==> src/rtl/seg_pkg.sv <==
// Shared definitions for the 74HC595 seven-segment display link: segment table,
// word geometry and the segment-to-nibble decoder.
package seg_pkg;

  localparam int WORD_W = 16;
  localparam int DIGITS = 8;

  typedef logic [31:0] u32;

  // Active-low segment patterns for 0..F; bit0 is the decimal point (1 = off)
  localparam logic [7:0] SEG_TABLE [16] = '{
    8'h03, 8'h9f, 8'h25, 8'h0d, 8'h99, 8'h49, 8'h41, 8'h1f,
    8'h01, 8'h09, 8'h11, 8'hc1, 8'h63, 8'h85, 8'h61, 8'h71
  };

  function automatic logic [4:0] seg2nib(input logic [7:0] seg);
    logic [4:0] res;
    res = 5'd0;
    for (int i = 0; i < 16; i++) begin
      if (seg == SEG_TABLE[i]) begin
        res = {1'b1, 4'(i)};
      end
    end
    return res;
  endfunction

  function automatic logic is_onehot8(input logic [7:0] v);
    int ones;
    ones = 0;
    for (int i = 0; i < 8; i++) begin
      ones = ones + int'(v[i]);
    end
    return (ones == 1);
  endfunction

  // Digit index for a one-hot segbit: bit 7 selects digit 0
  function automatic logic [2:0] onehot_digit(input logic [7:0] v);
    logic [2:0] idx;
    idx = 3'd0;
    for (int p = 0; p < 8; p++) begin
      if (v[p]) begin
        idx = 3'(7 - p);
      end
    end
    return idx;
  endfunction

endpackage

==> src/rtl/sync_edge.sv <==
// Synchronizer chain for one asynchronous line plus a rising-edge pulse
// taken from the last synchronized stage.
module sync_edge #(
  parameter int STAGES = 2
) (
  input  logic clk,
  input  logic rst_n,
  input  logic d,
  output logic level,
  output logic rise
);

  logic [STAGES-1:0] r_sync;
  logic              r_prev;

  // Synchronizer shift chain and delayed copy of the last stage
  always_ff @(posedge clk or negedge rst_n) begin
    if (!rst_n) begin
      r_sync <= '0;
      r_prev <= 1'b0;
    end else begin
      r_sync <= {r_sync[STAGES-2:0], d};
      r_prev <= r_sync[STAGES-1];
    end
  end

  assign level = r_sync[STAGES-1];
  assign rise  = r_sync[STAGES-1] & ~r_prev;

endmodule

==> src/rtl/seg_rx.sv <==
// Receive-side decoder for the 74HC595 display link; rebuilds the 32-bit shown value.
// Optional SEG_RX_ERRCNT_EN adds a saturating count of rejected latches on err_cnt.
module seg_rx
  import seg_pkg::*;
#(
  parameter int SYNC_STAGES = 2
) (
  input  logic        clk,
  input  logic        rst_n,
  input  logic        ds,
  input  logic        shclk,
  input  logic        stclk,
  output logic [31:0] value,
  output logic        frame_vld,
  output logic        seg_err,
  output logic [15:0] err_cnt
);

  logic w_ds, w_ds_rise_unused;
  logic w_sh_level_unused, w_sh_rise;
  logic w_st_level_unused, w_st_rise;

  sync_edge #(.STAGES(SYNC_STAGES)) u_sync_ds (
    .clk(clk), .rst_n(rst_n), .d(ds), .level(w_ds), .rise(w_ds_rise_unused)
  );
  sync_edge #(.STAGES(SYNC_STAGES)) u_sync_sh (
    .clk(clk), .rst_n(rst_n), .d(shclk), .level(w_sh_level_unused), .rise(w_sh_rise)
  );
  sync_edge #(.STAGES(SYNC_STAGES)) u_sync_st (
    .clk(clk), .rst_n(rst_n), .d(stclk), .level(w_st_level_unused), .rise(w_st_rise)
  );

  logic [WORD_W-1:0] r_sr;
  logic [4:0]        r_bitcnt;
  logic [7:0]        r_mask;
  u32                r_shadow;
  u32                r_value;
  logic              r_frame_vld;
  logic              r_seg_err;

  logic [WORD_W-1:0] w_sr_nxt;
  logic [4:0]        w_cnt_nxt;
  logic [7:0]        w_segdata;
  logic [7:0]        w_segbit;
  logic [4:0]        w_hitnib;
  logic [2:0]        w_idx;
  logic              w_accept;
  u32                w_shadow_upd;
  logic [7:0]        w_mask_upd;

  // Shift happens before a same-cycle latch sees the word
  always_comb begin
    w_sr_nxt  = r_sr;
    w_cnt_nxt = r_bitcnt;
    if (w_sh_rise) begin
      w_sr_nxt  = {r_sr[WORD_W-2:0], w_ds};
      w_cnt_nxt = (r_bitcnt == 5'd31) ? 5'd31 : r_bitcnt + 5'd1;
    end else begin
      w_sr_nxt  = r_sr;
      w_cnt_nxt = r_bitcnt;
    end
  end

  // Word decode: first bit shifted in is segdata[0], so fields are bit-reversed
  always_comb begin
    w_segdata = 8'd0;
    w_segbit  = 8'd0;
    for (int j = 0; j < 8; j++) begin
      w_segdata[j] = w_sr_nxt[15-j];
      w_segbit[j]  = w_sr_nxt[7-j];
    end
    w_hitnib     = seg2nib(w_segdata);
    w_idx        = onehot_digit(w_segbit);
    w_accept     = (w_cnt_nxt == 5'd16) & is_onehot8(w_segbit) & w_hitnib[4];
    w_shadow_upd = r_shadow;
    w_shadow_upd[{w_idx, 2'b00} +: 4] = w_hitnib[3:0];
    w_mask_upd   = r_mask | (8'd1 << w_idx);
  end

  // Shift register, digit collection and frame completion
  always_ff @(posedge clk or negedge rst_n) begin
    if (!rst_n) begin
      r_sr        <= '0;
      r_bitcnt    <= 5'd0;
      r_mask      <= 8'd0;
      r_shadow    <= 32'd0;
      r_value     <= 32'd0;
      r_frame_vld <= 1'b0;
      r_seg_err   <= 1'b0;
    end else begin
      r_sr        <= w_sr_nxt;
      r_frame_vld <= 1'b0;
      r_seg_err   <= 1'b0;
      if (w_st_rise) begin
        r_bitcnt <= 5'd0;
        if (w_accept) begin
          r_shadow <= w_shadow_upd;
          if (w_mask_upd == 8'hFF) begin
            r_value     <= w_shadow_upd;
            r_frame_vld <= 1'b1;
            r_mask      <= 8'd0;
          end else begin
            r_mask <= w_mask_upd;
          end
        end else begin
          r_seg_err <= 1'b1;
          r_mask    <= 8'd0;
        end
      end else begin
        r_bitcnt <= w_cnt_nxt;
      end
    end
  end

`ifdef SEG_RX_ERRCNT_EN
  logic [15:0] r_err_cnt;

  // Saturating rejected-latch counter
  always_ff @(posedge clk or negedge rst_n) begin
    if (!rst_n) begin
      r_err_cnt <= 16'd0;
    end else if (r_seg_err && (r_err_cnt != 16'hFFFF)) begin
      r_err_cnt <= r_err_cnt + 16'd1;
    end else begin
      r_err_cnt <= r_err_cnt;
    end
  end

  assign err_cnt = r_err_cnt;
`else
  assign err_cnt = 16'd0;
`endif

  assign value     = r_value;
  assign frame_vld = r_frame_vld;
  assign seg_err   = r_seg_err;

endmodule
==> config.mk <==
export PLATFORM = sky130hd
export DESIGN_NAME = seg_rx
export DESIGN_NICKNAME = d
export VERILOG_FILES = /design/src/rtl/seg_pkg.sv /design/src/rtl/sync_edge.sv /design/src/rtl/seg_rx.sv
export SDC_FILE = /design/constraint.sdc
export NUM_CORES = 1
export LEC_CHECK = 0
export CAP_MARGIN = 40
export CORE_MARGIN = 5
export CORE_UTILIZATION = 30
export CTS_CLUSTER_SIZE = 12
export DETAILED_ROUTE_END_ITERATION = 12
export GPL_ROUTABILITY_DRIVEN = 0
export SLEW_MARGIN = 20
export SYNTH_ARGS = -nofsm -noshare
export SYNTH_HDL_FRONTEND = slang
export SYNTH_SLANG_ARGS = --single-unit
==> constraint.sdc <==
create_clock -name clk -period 6.78 [get_ports clk]
set_clock_uncertainty 0.05 [all_clocks]
set_input_delay 1.356 -clock clk [delete_from_list [all_inputs] [get_ports clk]]
set_output_delay 1.356 -clock clk [all_outputs]
set_load 0.01 [all_outputs]
==> reports/metrics.csv, run 1 <==
stage;metric;value;unit
worst_hold_path;hold path start;u_sync_sh.r_sync[0];
timing;Hold Vio Cnt, Final;0;
synth;synth cell count leaders;dfrtp_1 (103), nand2_1 (58), mux2_2 (40);
route;DRT Wirelength;12.9;mm
floorplan;full die area;22300;µm²
clock_network;clock tree sinks;103;
critical_path;critical path launch point type;register;
route;Vias/cell;4.89;
floorplan;FP Rows;51;
global_routing;vias in the first global route;4197;
power;leakage power;3.12;nW
global_routing;initial antenna violation count;0;
critical_path;max incr delay on CP;0.51;ns
timing;Slew headroom;46.9;%
synth;Synth Instances;548;
timing;Final period util;81.5;%
critical_path;CP Capture Type;register;
critical_path;Buf+Inv Stages, Crit Path;3;
worst_hold_path;Min-Delay Path Class;register to register;
global_routing;largest net degree at the start of global routing;70;
power;clock share of power;31.6;%
clock_network;CTS H-tree lvls;3;
floorplan;die width;149;µm
critical_path;CP required;6.96;ns
synth;post-synth top area share;44.2;%
route;Max Used Layer;met4;
clock_network;later-pin clock latency in the skew report;0.35;ns
route;DR WL met2;6.07;mm
synth;most numerous cell in the Yosys netlist;dfrtp_1;
synth;YS warnings;0;
clock_network;cts bufs inserted;9;
clock_network;cts repair resizes;0;
worst_hold_path;hold path depth;0;
synth;register bit count reported by yosys;103;
synth;Seq/Total Area, Yosys;44.2;%
critical_path;worst-path fanout max;44;
critical_path;Critical Path Start;u_sync_sh.r_sync[1];
synth;multiplexer share of the synthesized area;17.1;%
placed_design;dpl hpwl;9.09;mm
clock_network;TritonCTS clock tree;yes;
worst_hold_path;WHS Endpoint;u_sync_sh.r_sync[1];
power;power per standard cell area;256;nW/µm²
clock_network;root buf cell;clkbuf_16;
floorplan;die height;149;µm
critical_path;reg2reg path depth;16;
clock_network;clk buf depth;2;
global_routing;global-route wire length before repair;21.3;mm
critical_path;CP max-delay cell;fa_1;
synth;Yosys top cell by area;dfrtp_1;
placed_design;IO buf count;38;
critical_path;most used cell, CP;fa_1;
finish;final instance area;6690;µm²
timing;RSZ-0062 raised after global routing;no;
critical_path;critical path cell sequence;nor2b_1 > mux2i_1 > fa_1 > fa_1 > fa_1 > inv_1 > ha_1 > inv_1 > fa_1 > nand2_1 > nor3_1 > nand4_1 > a311oi_4 > buf_4 > nand2_1 > mux2_2;
critical_path;worst r2r dst;r_shadow[17];
route;routed len/inst;15.3;µm
critical_path;worst setup path class;register to register;
floorplan;initial core utilization;30.2;%
run_status;status;complete, no violations;
power;Total Power;1.71;mW
clock_network;hold buffer count at CTS;0;
synth;XOR/XNOR Fraction of Synth Area;0.752;%
power;design internal power;1.11;mW
power;Combinational Power Share;27.0;%
timing;Slew Limit Fails;0;
route;first-pass iteration count of the detailed router;5;
finish;fin nets;594;
synth;Synth Area per Inst;10.6;µm²
synth;post-synthesis adder-cell area fraction;3.74;%
synth;top_reg_cell synth;dfrtp_1;
route;via count;4130;
clock_network;clock-pin slew on the worst setup and hold paths;0.07;ns
timing;crit path time final;5.53;ns
synth;Compound-Gate Fraction of Synth Area;13.3;%
critical_path;stages on the worst setup path;16;
finish;# diodes;0;
timing;FMAX;181;MHz
synth;number of flops mapped to enable cells by yosys;0;
critical_path;R2R Setup Slk;1.25;ns
critical_path;reg2reg start;u_sync_sh.r_sync[1];
critical_path;Top delay family on crit path;adder cells;
floorplan;io pins;55;
route;met3 wire length;462;µm
global_routing;GRT Util Overall;11.7;%
clock_network;post-CTS setup buffers;0;
power;NetSw;599;µW
route;post-route ant nets;0;
synth;synthesized cell area;5830;µm²
power;Sw Ratio;35.1;%
finish;Layout fillers;1976;
timing;final setup vio count;0;
synth;Post-synth ARST share;100;%
timing;final hold slack;0.300;ns
finish;Area Growth Syn to Fin;14.8;%
placed_design;Placed Instance Area;6350;µm²
synth;library cells used by synthesis;70;
timing;measured slew at the worst slew-check pin;0.791;ns
power;Seq pwr share;41.4;%
power;Worst VDD drop;0.126;mV
route;initial drt markers;299;
route;residual DRC count;0;
global_routing;total gr overflow;0;
route;M1 WL;6.17;mm
synth;top post-synthesis cells by area;dfrtp_1 (44%), mux2_2 (7.7%), mux2_4 (7.7%);
floorplan;core area;19300;µm²
timing;Final TNS setup;0;ns
flow_run;Max-Cap Viols;0;
synth;simple-gate portion of the synthesized area;14.2;%
critical_path;crit path DAT;5.71;ns
synth;largest family of logic cells by synthesized area;multiplexers;
finish;ratio of cells with drive above 1 in the final layout;18.1;%
==> worst max path at each step <==
stage / to / slack, ns
6_report: r_shadow[17] / 1.25
5_1_grt: r_shadow[16] / 0.88
4_1_cts: r_shadow[17] / 1.27
3_5_place_dp: r_shadow[17] / 1.28
3_3_place_gp: r_shadow[16] / 1.51
2_1_floorplan: r_shadow[28] / 1.70
==> power by group through the flow <==
stage | combinational (mW) | sequential, mW | clock, mW
3_5_place_dp | 0.458 | 0.718 | 0
6_report | 0.461 | 0.708 | 0.540
3_3_place_gp | 0.445 | 0.715 | 0
2_1_floorplan | 0.394 | 0.675 | 0
5_1_grt | 0.528 | 0.715 | 0.576
4_1_cts | 0.462 | 0.706 | 0.554
==> logic make-up (layout without fill, tap and decap cells) <==
| family | Yosys count | after routing |
|---|---|---|
| flops | 103 | 103 |
| compound gates | 107 | 107 |
| simple gates | 166 | 166 |
| xor+xnor | 5 | 5 |
| mux | 79 | 79 |
| other cells | 1 | 16 |
| fa+ha+maj | 15 | 15 |
| buf+inv | 72 | 88 |
==> worst register-to-register path, delay by kind of cell (launching register included) <==
family	cells	cell delay (ns)
adders and majority gates	5	2.04
and+or+nand+nor	5	1.12
muxes	2	0.73
buffers and inverters	3	0.61
DFF	1	0.48
AOI/OAI and AO/OA	1	0.38
==> through the flow <==
stage | cells | setup WS, ns | util (%)
floorplan | 563 | 1.70 | -
global placement | 825 | 1.51 | 32.9
detailed placement | 826 | 1.28 | 33.0
CTS | 842 | 1.27 | 34.6
global route | 844 | 0.880 | 34.7
finish | 844 | 1.25 | 34.7
==> area by class of cell <==
cell class / count / area, µm² / area share, %
multi-input combinational: 388 / 2920 / 43.7
sequential: 103 / 2580 / 38.5
timing repair buffer: 46 / 445 / 6.66
tap: 265 / 332 / 4.96
clock buffer: 10 / 229 / 3.42
inverter: 26 / 103 / 1.53
clock inverter: 6 / 78.8 / 1.18
==> sequential cells by signal (all words and copies together) (netlist names) <==
signal            cells
r_bitcnt              5
frame_vld             1
u_sync_st.r_sync      2
u_sync_ds.r_sync      2
value                32
r_mask                8
r_sr                 16
u_sync_st.r_prev      1
u_sync_sh.r_prev      1
r_shadow             32
seg_err               1
u_sync_sh.r_sync      2
==> cell usage in the layout, fill, tap and decap left out, drive strengths merged, types with 6 or more instances in the layout <==
master / n
clkbuf: 10
a41oi: 7
dfrtp: 103
nor2b: 8
conb: 16
a31oi: 7
buf: 9
nand2: 58
mux2i: 6
o22ai: 13
o21ai: 11
nand3: 11
clkdlybuf4s50: 37
nor2: 34
ha: 11
nand4: 6
inv: 27
nor3: 6
nand2b: 14
mux2: 73
a21oi: 25
==> layer usage <==
metal	vias up	global-route usage, %
met3	13	2.22
met1	2055	16.0
met5	-	0
met2	90	19.0
li1	1972	-
met4	0	3.62
Power figures use the tool's default switching activity.
==> inputs of run 2 (changes only) <==
==> constraint.sdc (replaced) <==
create_clock -name clk -period 5.6 [get_ports clk]
set_clock_uncertainty 0.05 [all_clocks]
set_input_delay 1.12 -clock clk [delete_from_list [all_inputs] [get_ports clk]]
set_output_delay 1.12 -clock clk [all_outputs]
set_load 0.01 [all_outputs]
==> reports/metrics.csv, run 2 (same netlist as run 1, synthesis figures left out) <==
stage;metric;value;unit;change
critical_path;CP required;5.78;ns;-1.18 ns
run_status;status;complete, no violations;;
route;M1 WL;5.93;mm;-3.9%
worst_hold_path;hold path start;u_sync_sh.r_sync[0];;
power;leakage power;3.11;nW;-0.42%
global_routing;vias in the first global route;4121;;-1.8%
finish;area of the multi-input gates;2940;µm²;+0.51%
placed_design;IO buf count;38;;unchanged
flow_run;Max-Cap Viols;0;;unchanged
route;Max Used Layer;met4;;
power;power per standard cell area;305;nW/µm²;+19%
timing;crit path time final;5.23;ns;-0.292 ns
floorplan;full die area;22300;µm²;unchanged
placed_design;Placed Instance Area;6360;µm²;+0.12%
global_routing;GRT Util Overall;11.6;%;-0.12 points
critical_path;worst-path fanout max;32;;-27%
floorplan;die width;149;µm;unchanged
worst_hold_path;WHS Endpoint;u_sync_sh.r_sync[1];;
critical_path;CP Capture Type;register;;
critical_path;worst r2r dst;value[7];;
finish;Seq. cell area;2580;µm²;unchanged
route;initial drt markers;308;;+3.0%
critical_path;CP max-delay cell;fa_1;;
critical_path;crit path DAT;5.41;ns;-0.30 ns
finish;fin nets;593;;-0.17%
clock_network;clock-pin slew on the worst setup and hold paths;0.07;ns;about the same
timing;Slew headroom;45.8;%;-1.1 points
route;Vias/cell;4.86;;-0.73%
clock_network;clock tree sinks;103;;unchanged
finish;Layout Utilization;34.6;%;-0.097 points
critical_path;most used cell, CP;fa_1;;
route;DR WL met2;5.89;mm;-2.9%
timing;Hold Vio Cnt, Final;0;;unchanged
finish;most common cell after layout, fill and taps aside;dfrtp_1;;
clock_network;clk buf depth;2;;unchanged
timing;Final period util;93.5;%;+12 points
timing;RSZ-0062 raised after global routing;no;;
finish;final instance area;6670;µm²;-0.28%
finish;ratio of cells with drive above 1 in the final layout;18.7;%;+0.55 points
route;met3 wire length;487;µm;+5.4%
floorplan;io pins;55;;unchanged
route;residual DRC count;0;;unchanged
route;post-route ant nets;0;;unchanged
clock_network;hold buffer count at CTS;0;;unchanged
timing;measured slew at the worst slew-check pin;0.806;ns;+0.0152 ns
finish;# diodes;0;;unchanged
critical_path;worst setup path class;register to register;;
critical_path;reg2reg path depth;15;;-1
critical_path;max incr delay on CP;0.51;ns;about the same
route;DRT Wirelength;12.5;mm;-2.6%
global_routing;global-route wire length before repair;21.2;mm;-0.42%
floorplan;initial core utilization;30.2;%;unchanged
route;via count;4095;;-0.85%
critical_path;critical path cell sequence;nor2b_4 > mux2i_2 > fa_1 > fa_1 > fa_1 > inv_1 > ha_1 > inv_1 > fa_1 > nand2_1 > nor3_1 > nand4_1 > a311oi_4 > nand2b_4 > mux2_1;;
timing;FMAX;191;MHz;+5.6%
global_routing;initial antenna violation count;0;;unchanged
finish;Area Growth Syn to Fin;14.4;%;
timing;final setup vio count;0;;unchanged
floorplan;die height;149;µm;unchanged
clock_network;root buf cell;clkbuf_16;;
placed_design;dpl hpwl;8.97;mm;-1.3%
critical_path;Top delay family on crit path;adder cells;;
finish;Layout fillers;1961;;-0.76%
critical_path;R2R Setup Slk;0.37;ns;-0.89 ns
global_routing;largest net degree at the start of global routing;56;;-20%
critical_path;Buf+Inv Stages, Crit Path;2;;-1
clock_network;cts bufs inserted;9;;unchanged
critical_path;reg2reg start;u_sync_sh.r_sync[1];;
worst_hold_path;hold path depth;0;;unchanged
clock_network;later-pin clock latency in the skew report;0.35;ns;about the same
timing;Final TNS setup;0;ns;unchanged
route;routed len/inst;14.9;µm;-2.5%
route;first-pass iteration count of the detailed router;5;;unchanged
floorplan;core area;19300;µm²;unchanged
finish;most frequent cells in the layout;dfrtp_1 (103), nand2_1 (58), mux2_2 (40);;
clock_network;CTS H-tree lvls;3;;unchanged
floorplan;FP Rows;51;;unchanged
worst_hold_path;Min-Delay Path Class;register to register;;
power;Worst VDD drop;0.140;mV;+11%
clock_network;TritonCTS clock tree;yes;;
critical_path;critical path launch point type;register;;
timing;Slew Limit Fails;0;;unchanged
global_routing;total gr overflow;0;;unchanged
[run 2: changes by cell type in the layout (fill, tap and decap cells not counted), moves of 2 or more]
cell      before  now
inv_6          0    3
mux2i_2        0    2
mux2i_1        6    4
clkinv_4       4    1
[run 2: final cells by class]
| class | instances | area share [%] |
|---|---|---|
| well taps | 265 | 4.97 |
| clock inverters | 7 | 0.995 |
| multi-input cells | 388 | 44.0 |
| inverters | 26 | 1.54 |
| flip-flops and latches | 103 | 38.7 |
| repair buffers | 45 | 6.42 |
| clock buffers | 9 | 3.38 |
[run 2: worst max path at each step]
stage	from	end	slack [ns]	cells past startpoint
3_5_place_dp	u_sync_sh.r_sync[1]	value[7]	0.10	15
4_1_cts	u_sync_sh.r_sync[1]	value[7]	0.06	15
6_report	u_sync_sh.r_sync[1]	value[7]	0.37	15
2_1_floorplan	u_sync_sh.r_sync[1]	r_shadow[28]	0.52	18
5_1_grt	u_sync_sh.r_sync[1]	value[8]	0.06	15
3_3_place_gp	u_sync_sh.r_sync[1]	value[8]	0.32	15
[run 2: what timing repair did]
| action | CTS | global route |
|---|---|---|
| resized for setup | 0 | 4 |
| setup buffers | 0 | 0 |
| setup endpoints to repair | 0 | 58 |
[run 2: worst register-to-register path, stage by stage, from the launching register on]
cell and delay, ns:
dfrtp_1 0.50, nor2b_4 0.30, mux2i_2 0.35, fa_1 0.49, fa_1 0.51, fa_1 0.41
inv_1 0.06, ha_1 0.15, inv_1 0.06, fa_1 0.49, nand2_1 0.06, nor3_1 0.18
nand4_1 0.24, a311oi_4 0.43, nand2b_4 0.39, mux2_1 0.46
[run 2: routing by layer]
| metal | GRT usage (%) | vias up |
|---|---|---|
| met1 | 16.2 | 1994 |
| met3 | 1.98 | 16 |
| met4 | 3.66 | 0 |
| li1 | - | 1969 |
| met5 | 0 | - |
| met2 | 18.5 | 116 |
[run 2: report_power, final]
group,internal [mW],switching [mW]
registers,0.777,0.0789
logic,0.213,0.349
clock network,0.313,0.300
total,1.30,0.728
[run 2: through the flow]
stage / setup slack (ns) / cells / hold WS (ns) / power, mW
after floorplan: 0.518 / 563 / 0.281 / 1.29
final: 0.367 / 843 / 0.300 / 2.03
after global placement: 0.317 / 826 / 0.285 / 1.40
after global routing: 0.0574 / 843 / 0.319 / 2.17
after detailed placement: 0.103 / 827 / 0.286 / 1.42
after CTS: 0.0628 / 843 / 0.302 / 2.05
